<file path="config.mk">
export PLATFORM = sky130hd
export DESIGN_NAME = alu_exec_ctrl
export DESIGN_NICKNAME = d
export VERILOG_FILES = /design/src/rtl/alu_exec_ctrl_pkg.sv /design/src/rtl/alu_exec_ctrl_reg_file.sv /design/src/rtl/alu_exec_ctrl.sv
export SDC_FILE = /design/constraint.sdc
export NUM_CORES = 1
export LEC_CHECK = 0
export CORE_MARGIN = 2
export CORE_UTILIZATION = 35
export DETAILED_ROUTE_END_ITERATION = 6
export MAX_ROUTING_LAYER = met4
export PLACE_DENSITY = 0.64
export SLEW_MARGIN = 30
export SYNTH_ARGS = -nofsm -noshare
export SYNTH_HDL_FRONTEND = slang
export SYNTH_HIERARCHICAL = 1
export SYNTH_SLANG_ARGS = --single-unit
export TNS_END_PERCENT = 100
</file>
<file path="constraint.sdc">
create_clock -name clk -period 5.1 [get_ports clk]
set_input_delay 0.765 -clock clk [delete_from_list [all_inputs] [get_ports clk]]
set_output_delay 0.765 -clock clk [all_outputs]
set_load 0.005 [all_outputs]
</file>
<file path="src/rtl/alu_exec_ctrl_pkg.sv">
// Shared definitions for the ALU issue/writeback sequencer: opcodes, flag
// bit positions, FSM encoding and small decode helpers.
package alu_exec_ctrl_pkg;

  localparam logic [7:0] OP_ADD  = 8'h01;
  localparam logic [7:0] OP_SUB  = 8'h02;
  localparam logic [7:0] OP_MUL  = 8'h03;
  localparam logic [7:0] OP_DIV  = 8'h04;
  localparam logic [7:0] OP_INC  = 8'h05;
  localparam logic [7:0] OP_DEC  = 8'h06;
  localparam logic [7:0] OP_MOD  = 8'h07;
  localparam logic [7:0] OP_NOT  = 8'h08;
  localparam logic [7:0] OP_NEG  = 8'h09;
  localparam logic [7:0] OP_AND  = 8'h0A;
  localparam logic [7:0] OP_OR   = 8'h0B;
  localparam logic [7:0] OP_XOR  = 8'h0D;
  localparam logic [7:0] OP_SHL  = 8'h0E;
  localparam logic [7:0] OP_NAND = 8'h0F;
  localparam logic [7:0] OP_NOR  = 8'h10;
  localparam logic [7:0] OP_XNOR = 8'h11;
  localparam logic [7:0] OP_ROL  = 8'h12;
  localparam logic [7:0] OP_ROR  = 8'h13;

  localparam int FLAG_Z  = 0;
  localparam int FLAG_C  = 1;
  localparam int FLAG_S  = 2;
  localparam int FLAG_P  = 3;
  localparam int FLAG_I  = 4;
  localparam int FLAG_D  = 5;
  localparam int FLAG_OV = 6;

  typedef enum logic [1:0] {
    ST_IDLE   = 2'd0,
    ST_EXEC   = 2'd1,
    ST_SETTLE = 2'd2,
    ST_WB     = 2'd3
  } state_t;

  function automatic logic op_is_legal(input logic [7:0] op);
    logic legal;
    legal = 1'b0;
    case (op)
      OP_ADD, OP_SUB, OP_MUL, OP_DIV, OP_INC, OP_DEC, OP_MOD, OP_NOT, OP_NEG,
      OP_AND, OP_OR, OP_XOR, OP_SHL, OP_NAND, OP_NOR, OP_XNOR, OP_ROL,
      OP_ROR:  legal = 1'b1;
      default: legal = 1'b0;
    endcase
    return legal;
  endfunction

  function automatic logic op_is_div(input logic [7:0] op);
    return (op == OP_DIV) || (op == OP_MOD);
  endfunction

  // C, I, D come straight from the ALU; Z/S/P always follow the captured result.
  function automatic logic [6:0] wb_flags(input logic [6:0] alu_f,
                                          input logic [7:0] res,
                                          input logic       div_zero);
    logic [6:0] f;
    f          = alu_f;
    f[FLAG_Z]  = (res == 8'h00);
    f[FLAG_S]  = res[7];
    f[FLAG_P]  = ~^res;
    f[FLAG_OV] = alu_f[FLAG_OV] | div_zero;
    return f;
  endfunction

endpackage

</file>
<file path="src/rtl/alu_exec_ctrl_reg_file.sv">
// Register file: two combinational source read ports, one debug read port,
// one synchronous write port, cleared synchronously on rst.
module alu_exec_ctrl_reg_file #(
  parameter int NREGS = 8,
  parameter int AW    = $clog2(NREGS)
) (
  input  logic          clk,
  input  logic          rst,
  input  logic          we,
  input  logic [AW-1:0] waddr,
  input  logic [7:0]    wdata,
  input  logic [AW-1:0] raddr1,
  output logic [7:0]    rdata1,
  input  logic [AW-1:0] raddr2,
  output logic [7:0]    rdata2,
  input  logic [AW-1:0] dbg_addr,
  output logic [7:0]    dbg_data
);

  logic [7:0] mem [NREGS];

  always_ff @(posedge clk) begin
    if (rst) begin
      for (int i = 0; i < NREGS; i++) begin
        mem[i] <= 8'h00;
      end
    end else if (we) begin
      mem[waddr] <= wdata;
    end
  end

  assign rdata1   = mem[raddr1];
  assign rdata2   = mem[raddr2];
  assign dbg_data = mem[dbg_addr];

endmodule

</file>
<file path="src/rtl/alu_exec_ctrl.sv">
// Issue/writeback sequencer around the 8-bit ALU: reads sources, holds ALU
// inputs while it settles, writes the result back and latches status flags.
//
// state     | meaning
// ----------+-------------------------------------------------------------
// ST_IDLE   | ready for an instruction; operands/sel latched on handshake
// ST_EXEC   | ALU inputs held; first capture of result and flags
// ST_SETTLE | inputs held for SETTLE_CYC cycles; recapture every cycle
// ST_WB     | write result/flags (unless illegal or div-by-zero), pulse done
module alu_exec_ctrl
  import alu_exec_ctrl_pkg::*;
#(
  parameter int NREGS      = 8,
  parameter int SETTLE_CYC = 1
) (
  input  logic                     clk,
  input  logic                     rst,
  input  logic                     instr_valid,
  output logic                     instr_ready,
  input  logic [7:0]               instr_op,
  input  logic [$clog2(NREGS)-1:0] instr_rd,
  input  logic [$clog2(NREGS)-1:0] instr_rs1,
  input  logic [$clog2(NREGS)-1:0] instr_rs2,
  output logic [7:0]               alu_operand1,
  output logic [7:0]               alu_operand2,
  output logic [7:0]               alu_sel,
  input  logic [7:0]               alu_result,
  input  logic [6:0]               alu_flags,
  output logic [6:0]               flags_q,
  output logic                     done,
  output logic                     err_op,
  input  logic [$clog2(NREGS)-1:0] dbg_addr,
  output logic [7:0]               dbg_data
);

  localparam int AW = $clog2(NREGS);
  localparam logic [2:0] SETTLE_INIT = 3'(SETTLE_CYC - 1);

  state_t        state;
  logic [2:0]    settle_cnt;
  logic [AW-1:0] rd_q;
  logic [7:0]    op_q;
  logic [7:0]    res_q;
  logic [6:0]    flg_q;

  logic          op_legal;
  logic          div_zero;
  logic          rf_we;
  logic [7:0]    rf_rdata1;
  logic [7:0]    rf_rdata2;

  // The divisor is still on alu_operand2 during WB, so div-by-zero is decided there.
  always_comb begin
    op_legal = op_is_legal(op_q);
    div_zero = op_is_div(op_q) && (alu_operand2 == 8'h00);
    rf_we    = (state == ST_WB) && op_legal && !div_zero;
  end

  alu_exec_ctrl_reg_file #(
    .NREGS (NREGS),
    .AW    (AW)
  ) u_reg_file (
    .clk      (clk),
    .rst      (rst),
    .we       (rf_we),
    .waddr    (rd_q),
    .wdata    (res_q),
    .raddr1   (instr_rs1),
    .rdata1   (rf_rdata1),
    .raddr2   (instr_rs2),
    .rdata2   (rf_rdata2),
    .dbg_addr (dbg_addr),
    .dbg_data (dbg_data)
  );

  always_ff @(posedge clk) begin
    if (rst) begin
      state        <= ST_IDLE;
      settle_cnt   <= 3'd0;
      rd_q         <= '0;
      op_q         <= 8'h00;
      res_q        <= 8'h00;
      flg_q        <= 7'h00;
      alu_operand1 <= 8'h00;
      alu_operand2 <= 8'h00;
      alu_sel      <= 8'h00;
      flags_q      <= 7'h00;
      instr_ready  <= 1'b1;
      done         <= 1'b0;
      err_op       <= 1'b0;
    end else begin
      done   <= 1'b0;
      err_op <= 1'b0;
      case (state)
        ST_IDLE: begin
          if (instr_valid && instr_ready) begin
            op_q         <= instr_op;
            rd_q         <= instr_rd;
            alu_operand1 <= rf_rdata1;
            alu_operand2 <= rf_rdata2;
            alu_sel      <= instr_op;
            instr_ready  <= 1'b0;
            state        <= ST_EXEC;
          end
        end
        ST_EXEC: begin
          res_q      <= alu_result;
          flg_q      <= alu_flags;
          settle_cnt <= SETTLE_INIT;
          state      <= ST_SETTLE;
        end
        ST_SETTLE: begin
          res_q <= alu_result;
          flg_q <= alu_flags;
          if (settle_cnt == 3'd0) begin
            state <= ST_WB;
          end else begin
            settle_cnt <= settle_cnt - 3'd1;
          end
        end
        ST_WB: begin
          if (op_legal) begin
            flags_q <= wb_flags(flg_q, res_q, div_zero);
          end else begin
            err_op <= 1'b1;
          end
          done        <= 1'b1;
          alu_sel     <= 8'h00;
          instr_ready <= 1'b1;
          state       <= ST_IDLE;
        end
        default: state <= ST_IDLE;
      endcase
    end
  end

endmodule

</file>
==> impl_results.md <==
* Via-per-instance ratio at 5.45
* Top cell by count, worst path: clkdlybuf4s50_1
* Total Wirelength at 16.2 mm
* Layout cells sized above 1 at 12.9%
* Finished Layout Cells at 848
* Hold depth at 2
* RSZ-0062 raised after global routing: no
* First drt pass iteration count at 5
* Tightest Pin Transition at 0.865 ns
* Final period util at ~72%
* Slew margin rel. at a little over two fifths
* Clock group share of total power at between 30% and 40%
* End-of-flow core utilization at 43.1%
* Peak VDD IR at 0.230 mV
* DRC at 0
* Clock sink count at ~130
* Fmax achieved at roughly 270 MHz
* Primary FF master, synth: edfxtp_1
* Post-Syn Nets at 593
* Worst-Skew Late Latency at 0.43 ns
* Multi-input logic area at 0.00311 mm^2
* First-pass GRT wire length at between 20 and 30 mm
* CP max stage delay at 0.98 ns
* Slowest-stage cell, CP: clkdlybuf4s50_1
* Pwr dens at between 400 and 500 mW/mm^2
* WS Path Type: input pin to primary output
* Endpoints failing setup at 0
* Top cell type's share of synthesized area at 29.1%
* Pwr Total at 3.22 mW
* Setup WS post-layout at around 1.4 ns
* Syn Inst Count at 544
* Clk buf depth at 2
* Setup Buffers After CTS at 0
* Antenna cells at 0
* Final Cell Area at 0.00803 mm^2
* Flop pwr share at 39.2%
* Yosys warns at 6
* Status: complete, no violations
* Hpwl dp at around 11 mm
* PortBufs at 76
* GR Overflow Total at 0
* Synthesized flop and latch total at 127
* Netlist cell types at 45
* Final slew viol count at 0
* DP Area at about 0.0075 mm^2
* Total negative slack at 0 ns
* Layout fillers at 1730
* Rows at 50
* Initial Utilization at approximately 35%
* Tmin final at roughly 3.7 ns
* Die Span X at between 100 and 150 um
* Setup crit end kind: primary output
* Register area share after synthesis at 48.1%
* Total GRT Usage at 17.3%
* Antenna violations before repair at 0
* Hold Buf Count CTS at 0
* Post-Place Cells at approximately 820
* Post-synth EDFFs at 64
* Core area at 0.0186 mm^2
* Ports at 80
* Post-synth ARST share at 0%
* Worst R2R Path Depth at 5
* Syn avg cell area at 12.2 um^2
* Vias in the first global route at between 4000 and 5000
* RePlAce Congestion at 0.835
* Leakage power at around 2.9 nW
* Crit path DAT at 2.91 ns
* Clock Pin Slew Worst Setup and Hold Paths at around 0.05 ns
* Critical path fanouts, max at 16
* Via count at 4625
* Path type of the worst min-delay path: flop to flop
* Synth area leader: edfxtp_1
* Die Ht at around 140 um
* Critical Path RT at 4.34 ns
* DRT iter0 DRCs at 301
* Largest net degree at the start of global routing at 73
* Pint at ~2.3 mW
* Final Hold Viols at 0
* Switching share of total power at 29.8%
* Synth-to-layout area growth at 21.4%
* Max-cap violation count at 0
* Sw Pwr at 0.960 mW
* Antenna Nets Post-Route at 0
* Critical Path, Cell by Cell: clkdlybuf4s50_1, mux4_1, mux2_2, clkdlybuf4s50_1
* Area contributors post-synth: edfxtp_1 (29%), dfxtp_1 (19%), mux4_1 (16%)
* Num CTS Buffers at 17
* Tightest hold margin at approximately 0.45 ns
* Setup Skew at about 0.012 ns
* Critical path startpoint category: input pin
* Mapped cell area at 0.00661 mm^2
* Final nets at 650
* Post-place setup slack at 1.39 ns
* Die area at 0.0200 mm^2
* Register Area at about 0.0032 mm^2
* Post-CTS Resized at 0
* Wire per inst at 19.1 um
* H-Tree Depth at 4
* CTS tree: built
* Root buffer cell: clkbuf_16
* Comb pwr share at 24.5%
## state kept, by name, summed over array words and instances, names as in the netlist, 4 cells and up, named ones only
name and cells:
flg_q 4, u_reg_file/mem 64, flags_q 7, alu_sel 8, alu_operand2 8, res_q 8, op_q 8, alu_operand1 8
## logic make-up (layout without fill, tap and decap cells)
group           Yosys count  count (layout)  share of synthesized area [%]
flops                   127             127                           48.1
compound gates           60              60                           5.53
mux                      88              88                           25.2
fa+ha+maj                11              11                           2.08
buf+inv                  65             135                           4.98
xor+xnor                  5               5                          0.662
simple gates            188             188                           13.4
## cell type report
class | count | share of cell area (%)
inverter | 21 | 0.982
timing repair buffer | 82 | 9.85
tap | 234 | 3.65
clock buffer | 24 | 6.15
sequential | 127 | 39.6
clock inverter | 8 | 0.966
multi-input combinational | 352 | 38.8
## routing by layer
metal  share of wire, %  track usage, %
met4                1.8            6.05
met5                  0               -
met3                5.0            4.08
met2                 50            28.9
met1                 43            20.5
## worst paths after layout
check,start,slack (ns),end
max,dbg_addr[2],1.43,dbg_data[6]
min,alu_operand1[7],0.45,alu_operand1[7]
max reg2reg,op_q[5],1.70,u_reg_file/mem[0][0]
min reg2reg,alu_operand1[7],0.45,alu_operand1[7]
## cells in the mapped netlist (2+ instances only)
master,n
clkbuf_1,23
nand3_1,4
o21bai_1,9
xnor2_1,4
mux4_1,41
mux2_2,25
clkinv_1,8
inv_1,13
nor3_1,70
buf_6,3
dfxtp_1,63
mux2i_1,15
nand3b_1,2
buf_2,11
mux4_2,7
nor4_1,2
nand2_1,65
nand2b_1,5
buf_12,3
buf_1,4
a22oi_1,8
a21oi_1,34
edfxtp_1,64
ha_1,11
nor2b_1,4
nor2_1,27
## power by group through the flow
stage / logic (mW) / clock network (mW) / registers [mW]
floorplan: 0.566 / 0 / 1.26
global placement: 0.773 / 0 / 1.28
detailed placement: 0.792 / 0 / 1.29
CTS: 0.797 / 1.19 / 1.27
global route: 0.870 / 1.23 / 1.28
finish: 0.788 / 1.17 / 1.26
## cells in the final DEF, fill, tap and decap left out, types with 2 or more instances in the layout
master | Yosys | final
clkinv_2 | 0 | 2
nor2_1 | 27 | 27
dfxtp_1 | 63 | 63
a21oi_1 | 34 | 34
a22oi_1 | 8 | 8
mux2i_1 | 15 | 15
inv_4 | 0 | 2
clkdlybuf4s50_1 | 0 | 73
o21bai_1 | 9 | 6
clkbuf_1 | 23 | 5
nand2b_1 | 5 | 5
nor3_1 | 70 | 70
nand3_1 | 4 | 4
clkbuf_16 | 0 | 19
mux4_1 | 41 | 41
xnor2_1 | 4 | 4
o21bai_2 | 0 | 3
inv_1 | 13 | 13
nand2_1 | 65 | 65
mux2_2 | 25 | 25
buf_4 | 0 | 6
ha_1 | 11 | 11
nor2b_1 | 4 | 4
edfxtp_1 | 64 | 64
buf_2 | 11 | 3
clkinv_1 | 8 | 8
mux4_2 | 7 | 7
nor4_1 | 2 | 2
nand3b_1 | 2 | 2
## critical path, delay by kind of cell
family	cells	cell delay, ns
muxes	2	0.70
buffers and inverters	2	1.43
Power figures use the tool's default switching activity.
